`config.mk`:
```
export PLATFORM = sky130hd
export DESIGN_NAME = hex_seq_display_flat
export DESIGN_NICKNAME = d
export VERILOG_FILES = /design/src/rtl/hex_seq_display_if.sv /design/src/rtl/hex_seq_display.sv /design/src/flat_wrapper.sv
export SDC_FILE = /design/constraint.sdc
export NUM_CORES = 1
export LEC_CHECK = 0
export CAP_MARGIN = 20
export CORE_ASPECT_RATIO = 0.5
export CORE_UTILIZATION = 61
export CTS_BUF_LIST = sky130_fd_sc_hd__clkbuf_8
export DETAILED_ROUTE_END_ITERATION = 6
export GPL_TIMING_DRIVEN = 0
export PLACE_DENSITY_LB_ADDON = 0.2
export SLEW_MARGIN = 10
export SYNTH_ARGS = -nofsm -noshare
export SYNTH_HDL_FRONTEND = slang
export SYNTH_SLANG_ARGS = --single-unit
```
`constraint.sdc`:
```
create_clock -name CLK -period 3.9 [get_ports CLK]
set_input_delay 0.975 -clock CLK [delete_from_list [all_inputs] [get_ports CLK]]
set_output_delay 0.975 -clock CLK [all_outputs]
set_load 0.02 [all_outputs]
```
`src/rtl/hex_seq_display_if.sv`:
```
// Board-side I/O bundle for hex_seq_display: switches, keys and mode select in,
// seven-segment digits and LEDs out.
interface hex_seq_display_if #(
    parameter int unsigned N_DIGITS = 6
);
    logic [9:0]            SW;
    logic [3:0]            KEY;
    logic [1:0]            MODE;
    logic [7*N_DIGITS-1:0] HEX;
    logic [9:0]            LED;

    modport master (output SW, KEY, MODE, input HEX, LED);
    modport slave  (input SW, KEY, MODE, output HEX, LED);
endinterface

```
`src/rtl/hex_seq_display.sv`:
```
// Seven-segment sequencer: rotating snake, hex counter, static switch value or blank.
// Define HEX_SEQ_LZ_BLANK_EN to blank leading zero digits in hex-counter mode.
module hex_seq_display #(
    parameter int unsigned N_DIGITS   = 6,
    parameter int unsigned PRESCALE   = 25000000,
    parameter logic [6:0]  SNAKE_INIT = 7'd1
) (
    input logic              CLK,
    input logic              RST_N,
    hex_seq_display_if.slave io
);
    localparam int unsigned    CW      = 4 * N_DIGITS;
    localparam int unsigned    PW      = (PRESCALE > 1) ? $clog2(PRESCALE) : 1;
    localparam logic [PW-1:0]  PS_LAST = PW'(PRESCALE - 1);

    logic [3:0]            key_s1, key_s2, key_prev, key_fall;
    logic                  run, dir;
    logic [6:0]            p;
    logic [CW-1:0]         cnt;
    logic [PW-1:0]         pcnt;
    logic                  tick, do_clear, do_load;
    logic [11:0]           sw12;
    logic [7*N_DIGITS-1:0] hex_nxt;

    function automatic logic [6:0] hex7seg(input logic [3:0] v);
        logic [6:0] s;
        case (v)
            4'h0: s = 7'h3F;
            4'h1: s = 7'h06;
            4'h2: s = 7'h5B;
            4'h3: s = 7'h4F;
            4'h4: s = 7'h66;
            4'h5: s = 7'h6D;
            4'h6: s = 7'h7D;
            4'h7: s = 7'h07;
            4'h8: s = 7'h7F;
            4'h9: s = 7'h6F;
            4'hA: s = 7'h77;
            4'hB: s = 7'h7C;
            4'hC: s = 7'h39;
            4'hD: s = 7'h5E;
            4'hE: s = 7'h79;
            default: s = 7'h71;
        endcase
        return s;
    endfunction

    // Rotate left by k (0..6): the upper half of the doubled pattern after shifting.
    function automatic logic [6:0] rotl7(input logic [6:0] v, input int unsigned k);
        logic [13:0] d;
        d = {v, v} << k;
        return d[13:7];
    endfunction

    always_ff @(posedge CLK or negedge RST_N) begin
        if (!RST_N) begin
            key_s1   <= '1;
            key_s2   <= '1;
            key_prev <= '1;
        end else begin
            key_s1   <= io.KEY;
            key_s2   <= key_s1;
            key_prev <= key_s2;
        end
    end

    assign key_fall = key_prev & ~key_s2;
    assign do_clear = key_fall[2];
    assign do_load  = key_fall[3];
    assign tick     = run && (pcnt == PS_LAST);
    assign sw12     = {2'b00, io.SW};

    // Clear overrides everything on CNT/P/prescaler; load overrides only the CNT step.
    always_ff @(posedge CLK or negedge RST_N) begin
        if (!RST_N) begin
            run  <= 1'b1;
            dir  <= 1'b0;
            p    <= SNAKE_INIT;
            cnt  <= '0;
            pcnt <= '0;
        end else begin
            run <= run ^ key_fall[0];
            dir <= dir ^ key_fall[1];
            if (do_clear) begin
                pcnt <= '0;
                p    <= SNAKE_INIT;
                cnt  <= '0;
            end else begin
                if (run)
                    pcnt <= tick ? '0 : pcnt + 1'b1;
                if (tick)
                    p <= dir ? {p[0], p[6:1]} : {p[5:0], p[6]};
                if (do_load)
                    cnt <= CW'(io.SW);
                else if (tick)
                    cnt <= dir ? cnt - 1'b1 : cnt + 1'b1;
            end
        end
    end

    always_comb begin
        hex_nxt = '0;
        for (int unsigned i = 0; i < N_DIGITS; i++) begin
            case (io.MODE)
                2'd0: hex_nxt[7*i +: 7] = rotl7(p, i % 7);
                2'd1: hex_nxt[7*i +: 7] = hex7seg(cnt[4*i +: 4]);
                2'd2: if (i < 3) hex_nxt[7*i +: 7] = hex7seg(sw12[4*i +: 4]);
                default: hex_nxt[7*i +: 7] = '0;
            endcase
        end
`ifdef HEX_SEQ_LZ_BLANK_EN
        if (io.MODE == 2'd1) begin
            for (int unsigned i = 1; i < N_DIGITS; i++) begin
                if ((cnt >> (4*i)) == '0)
                    hex_nxt[7*i +: 7] = '0;
            end
        end
`else
`endif
    end

    always_ff @(posedge CLK or negedge RST_N) begin
        if (!RST_N) begin
            io.HEX <= '0;
            io.LED <= '0;
        end else begin
            io.HEX <= hex_nxt;
            io.LED <= {8'(cnt), dir, run};
        end
    end
endmodule

```
`src/flat_wrapper.sv`:
```
// flat-port wrapper written by rule: the top's interface ports become plain ports
module hex_seq_display_flat 
#(
    parameter int unsigned N_DIGITS   = 6,
    parameter int unsigned PRESCALE   = 25000000,
    parameter logic [6:0]  SNAKE_INIT = 7'd1
)
  (CLK, RST_N, io_SW, io_KEY, io_MODE, io_HEX, io_LED);
  hex_seq_display_if #(.N_DIGITS(N_DIGITS)) io_i ();
  input logic CLK;
  input logic RST_N;
  input wire logic [$bits(io_i.SW)-1:0] io_SW;
  input wire logic [$bits(io_i.KEY)-1:0] io_KEY;
  input wire logic [$bits(io_i.MODE)-1:0] io_MODE;
  output wire logic [$bits(io_i.HEX)-1:0] io_HEX;
  output wire logic [$bits(io_i.LED)-1:0] io_LED;
  assign io_i.SW = io_SW;
  assign io_i.KEY = io_KEY;
  assign io_i.MODE = io_MODE;
  assign io_HEX = io_i.HEX;
  assign io_LED = io_i.LED;
  hex_seq_display #(.N_DIGITS(N_DIGITS), .PRESCALE(PRESCALE), .SNAKE_INIT(SNAKE_INIT)) u_core (.CLK(CLK), .RST_N(RST_N), .io(io_i));
endmodule
```
Word-level counts from Yosys, hierarchy flattened
Memories as Yosys holds them, arrays and structs flattened.
Index checks and enable logic that the tools add are counted.
{"block": "op_classes", "bitwise_logic": 4, "add_sub_neg": 3, "n_eq_ne": 3, "reduce_logical": 5, "mux": 16}
{"operator": "two-way mux 24 bit", "n": 4}
{"operator": "two-way mux 25 bit", "n": 3}
{"operator": "one-hot mux 7 bit (3 select lines)", "n": 3}
{"operator": "one-hot mux 7 bit (2 select lines)", "n": 3}
{"operator": "adder 25 x 1 -> 25 bit (second input constant)", "n": 1}
{"operator": "== test 25 bit (second input constant)", "n": 1}
{"operator": "adder 24 x 1 -> 24 bit (second input constant)", "n": 1}
{"operator": "subtractor 24 x 1 -> 24 bit (second input constant)", "n": 1}
{"operator": "two-way mux 7 bit", "n": 3}
{"operator": "bitwise AND 4 bit", "n": 1}
{"operator": "inverter 4 bit", "n": 1}
{"operator": "nonzero test 2 bit", "n": 2}
{"operator": "nonzero test 3 bit", "n": 1}
{"operator": "== test 2 x 1 -> 1 bit (second input constant)", "n": 1}
{"operator": "== test 2 bit (second input constant)", "n": 1}
{"operator": "logical NOT 2 bit", "n": 1}
{"operator": "bitwise XOR 1 bit", "n": 2}
{"operator": "logical AND 1 bit", "n": 1}
{"block": "word_totals", "mem_count": 9, "word_cells": 50, "input_bits": 18, "reg_bits": 122, "out_inout_bits": 52, "mem_bits_ro": 1008}
{"memory": "(name not given)", "words": 16, "word_bits": 7, "rd": 1, "rd_ports_with_merged_regs": 0, "wr": 0, "line": "hex_seq_display.sv:27", "text": "case (v)"}
{"memory": "(name not given)", "words": 16, "word_bits": 7, "rd": 1, "rd_ports_with_merged_regs": 0, "wr": 0, "line": "hex_seq_display.sv:27"}
{"memory": "(name not given)", "words": 16, "word_bits": 7, "rd": 1, "rd_ports_with_merged_regs": 0, "wr": 0, "line": "hex_seq_display.sv:27"}
{"memory": "(name not given)", "words": 16, "word_bits": 7, "rd": 1, "rd_ports_with_merged_regs": 0, "wr": 0, "line": "hex_seq_display.sv:27"}
{"memory": "(name not given)", "words": 16, "word_bits": 7, "rd": 1, "rd_ports_with_merged_regs": 0, "wr": 0, "line": "hex_seq_display.sv:27"}
{"memory": "(name not given)", "words": 16, "word_bits": 7, "rd": 1, "rd_ports_with_merged_regs": 0, "wr": 0, "line": "hex_seq_display.sv:27"}
{"memory": "+3 memories"}

Depth between registers and ports, before layout
{"block": "logic_depth", "word_depth": 5, "mapped_depth": 9, "ltp_nobuf": 8}

Worst setup path after synthesis
No wires, ideal clock.
{"block": "synth_path", "kind": "flip-flop to flip-flop", "from": "register u_core.dir", "to": "register u_core.cnt[22]", "arrival_time_ns": 2.635, "period_less_slack_ns": 2.709, "n_path_buf": 0, "setup_time_ns": 0.074, "required_time_ns": 3.826, "path_slack_ns": 1.191, "stages_incl_launch_ff": 9, "cell_sequence": "dfrtp_1 > ha_1 > and2_4 > a221o_1 > a31oi_2 > a211oi_1 > o31a_1 > or3_1 > a21oi_2"}
{"block": "synth_via", "elab_chain_len": 4}
{"item": "from (decl)", "line": "hex_seq_display.sv:17", "text": "logic run, dir;"}
{"item": "from (signal assigned)", "line": "hex_seq_display.sv:83", "text": "dir <= dir ^ key_fall[1];"}
{"item": "two-way mux 24 bit", "line": "hex_seq_display.sv:96", "text": "cnt <= dir ? cnt - 1'b1 : cnt + 1'b1;"}
{"item": "two-way mux 24 bit", "line": "hex_seq_display.sv:95", "text": "else if (tick)"}
{"item": "two-way mux 24 bit", "line": "hex_seq_display.sv:93", "text": "if (do_load)"}
{"item": "two-way mux 24 bit", "line": "hex_seq_display.sv:84", "text": "if (do_clear) begin"}
{"item": "to (signal assigned)", "line": "hex_seq_display.sv:94", "text": "cnt <= CW'(io.SW);"}
{"item": "to (signal assigned)", "line": "hex_seq_display.sv:96"}
{"item": "to (decl)", "line": "hex_seq_display.sv:19", "text": "logic [CW-1:0] cnt;"}
No other way between the ends. The select of a mux whose other input is x is not followed.
A chain may end at the register's enable or synchronous reset.

Final worst setup path
Same ends and word-level chain as after synthesis.

==> metrics.txt <==
grt ovf=0; gpl congestion=roughly 0.98; I/O Buffers=68; Sw Pwr=1.53 mW; Met1 Wirelength=9840 µm; total setup buffers inserted after CTS=0; Final Net Count=1089; routed vias=7432; Yosys cell types=66; Synth Net Count=1001; Die Y=83.2 µm; area share of the largest cell type after synthesis=approximately 34%; element type at the critical path end=flop; Seq pwr share=37.0%; crit start category=flop; outcome=completed; CTS Hold Bufs=0; H-tree depth=4; DRT iter0 DRCs=755; syn_area_per_cell=8.74 µm²; vias in the first global route=6858; Clk Tree Root Cell=clkbuf_8; final worst-path cycle share=83.2%; Initial Util=62.9%; Comb pwr share=about 34%; Crit. path cell count=8; maximum VDD drop=323 µV; CP max stage cell=dfrtp_1; pre-CTS setup slack=0.720 ns; Leak Pwr=~4 nW; initial antenna violation count=0; power consumption=4.01 mW; Post-Synthesis Cells=919; Max Cap Viol=0; WL final=between 20000 and 25000 µm; Max transition margin=37.6%; post-synth top area cell=dfrtp_1; setup TNS=0 ns; Post-Layout Inst Area=9360 µm²; synthesized flop and latch total=122; final worst slack=~0.66 ns; die area=around 14000 µm²; Detailed Place HPWL=roughly 16000 µm; Worst Path Arrival=3.61 ns; CP bufs+invs=0; max-slew violations=0; Final Hold Viols=0; ys async rst share=between 90% and 100%; layout cells sized above 1=6.86%; pwr dens=428 nW/µm²; Reg clk slew, reported paths=~0.080 ns; leading post-synthesis cells by cell area=dfrtp_1, ha_1, nand2_1; Switching Share=38.3%; Warnings, synthesis=0; DRT Pass-1 Iters=5; area of the mapped netlist=~8000 µm²; Post-synth EDFFs=0; hold path cells=0; Max Used Layer=met4; Tightest Hold Check Type=reg -> reg; routed wl met3=2290 µm; Internal Power=2.48 mW; DRC errors left=0; Met2 Wirelength=a little over 9000 µm; Placed Cells=1158; Routed WL per cell=18.1 µm; number of CTS-inserted buffers=17; overall routing resource usage=approximately 34%; Post-DRT Antenna Nets=0; Synth Flop Type=dfrtp_1; CTS tree=built; top-count cell post-synth=nand2_1; CP Cell Sequence=ha_1, a21oi_1, o21ai_0, a31oi_2, a211oi_1, o31a_1, or3_1, a21oi_2; die width=164 µm; Commonest cells post-synth=nand2_1, dfrtp_1, nor2_1; Reg2Reg Depth=8; placed instance area=8960 µm²; Area Growth Syn to Fin=16.5%; worst slew pin tran=roughly 0.94 ns; RSZ-0062 raised after global routing=false; first-pass GRT wire length=~36000 µm; vias per cell=about 6.2; # resized after CTS=0; Clock Path Buffers=2; core area=12800 µm²; clock network fraction of design power=29.3%; largest stage delay on the critical path=0.96 ns; Setup violations, final=0; Crit Path Category=reg -> reg; Max FO, Critical Path=25; num ports=70; CP required=4.27 ns; clock latency on the worst-skew pair=0.45 ns; final setup skew=~0.016 ns; fin cells=1191; Max Freq=roughly 310 MHz; clock sinks=between 100 and 150; Seq/Total Area, Yosys=38.2%; row cnt=29; Final min period=3.24 ns; largest net degree at the start of global routing=91; critical path's top delay family=compound AO/OA/AOI/OAI gates
[metrics by stage]
stage	util, %	hold WS [ns]
2_1_floorplan	-	0.345
3_3_place_gp	69.9	0.345
3_5_place_dp	70.1	0.347
4_1_cts	73.3	0.345
5_1_grt	73.3	0.352
6_report	73.3	0.350
[cells in the final DEF (no fill, tap or decap), types with 18 or more instances in the layout]
cell	count
a211oi_1	18
a21oi_1	60
clkbuf_1	38
clkdlybuf4s50_1	67
dfrtp_1	108
ha_1	63
inv_1	46
mux2i_1	21
nand2_1	120
nand3_1	27
nor2_1	83
nor2b_1	25
o21ai_0	64
[final timing paths]
check                      slack [ns]             start           endpoint
setup / recovery                 0.66        u_core.dir     u_core.cnt[22]
hold / removal                   0.35  u_core.key_s1[0]   u_core.key_s2[0]
setup reg to reg                 0.66        u_core.dir     u_core.cnt[22]
hold reg to reg                  0.35  u_core.key_s1[0]   u_core.key_s2[0]
max in group asynchronous        2.71             RST_N   u_core.key_s1[1]
min in group asynchronous        0.39             RST_N  u_core.io.HEX[36]
[power by group through the flow]
stage / Sequential [mW] / Combinational [mW] / Clock, mW
after floorplan: 1.54 / 0.868 / 0
after global placement: 1.50 / 1.28 / 0
after detailed placement: 1.51 / 1.32 / 0
after CTS: 1.48 / 1.33 / 1.18
after global routing: 1.50 / 1.48 / 1.24
final: 1.48 / 1.35 / 1.18
[worst reg2reg max path, delay by kind of cell, from the launching register on]
kind	cells	cell delay, ns
flip-flops	1	0.96
adder cells (fa/ha/maj)	1	0.44
AND/OR/NAND/NOR	1	0.35
AO/OA/AOI/OAI	6	1.43
[per-layer routing]
layer	vias to the layer above	global-route usage, %
li1	3446	-
met1	3538	51.2
met2	402	48.2
met3	46	6.64
met4	0	9.68
met5	-	0
[sequential cells by signal, indices dropped and copies added, names as in the netlist]
name,cells
u_core.key_prev,4
u_core.run,1
u_core.dir,1
u_core.io.HEX,42
u_core.key_s2,4
u_core.p,7
u_core.key_s1,4
u_core.cnt,24
u_core.pcnt,25
u_core.io.LED,10
[cell families after synthesis]
group,Yosys count,share of synthesized area (%)
AO/OA/AOI/OAI,243,19.4
XOR/XNOR,33,3.60
adder cells (fa/ha/maj),64,10.1
buffers and inverters,91,4.44
flip-flops,122,38.2
multiplexers,29,4.58
AND/OR/NAND/NOR,337,19.7
[final cells by class]
type                       instances  area (µm²)
multi-input combinational        706        4610
fill                             961        3410
sequential                       122        3070
timing repair buffer              69         709
clock buffer                      17         234
tap                              170         213
buffer                            46         188
inverter                          45         169
clock inverter                    15         164
antenna                            1        2.50
Power figures use the tool's default switching activity.
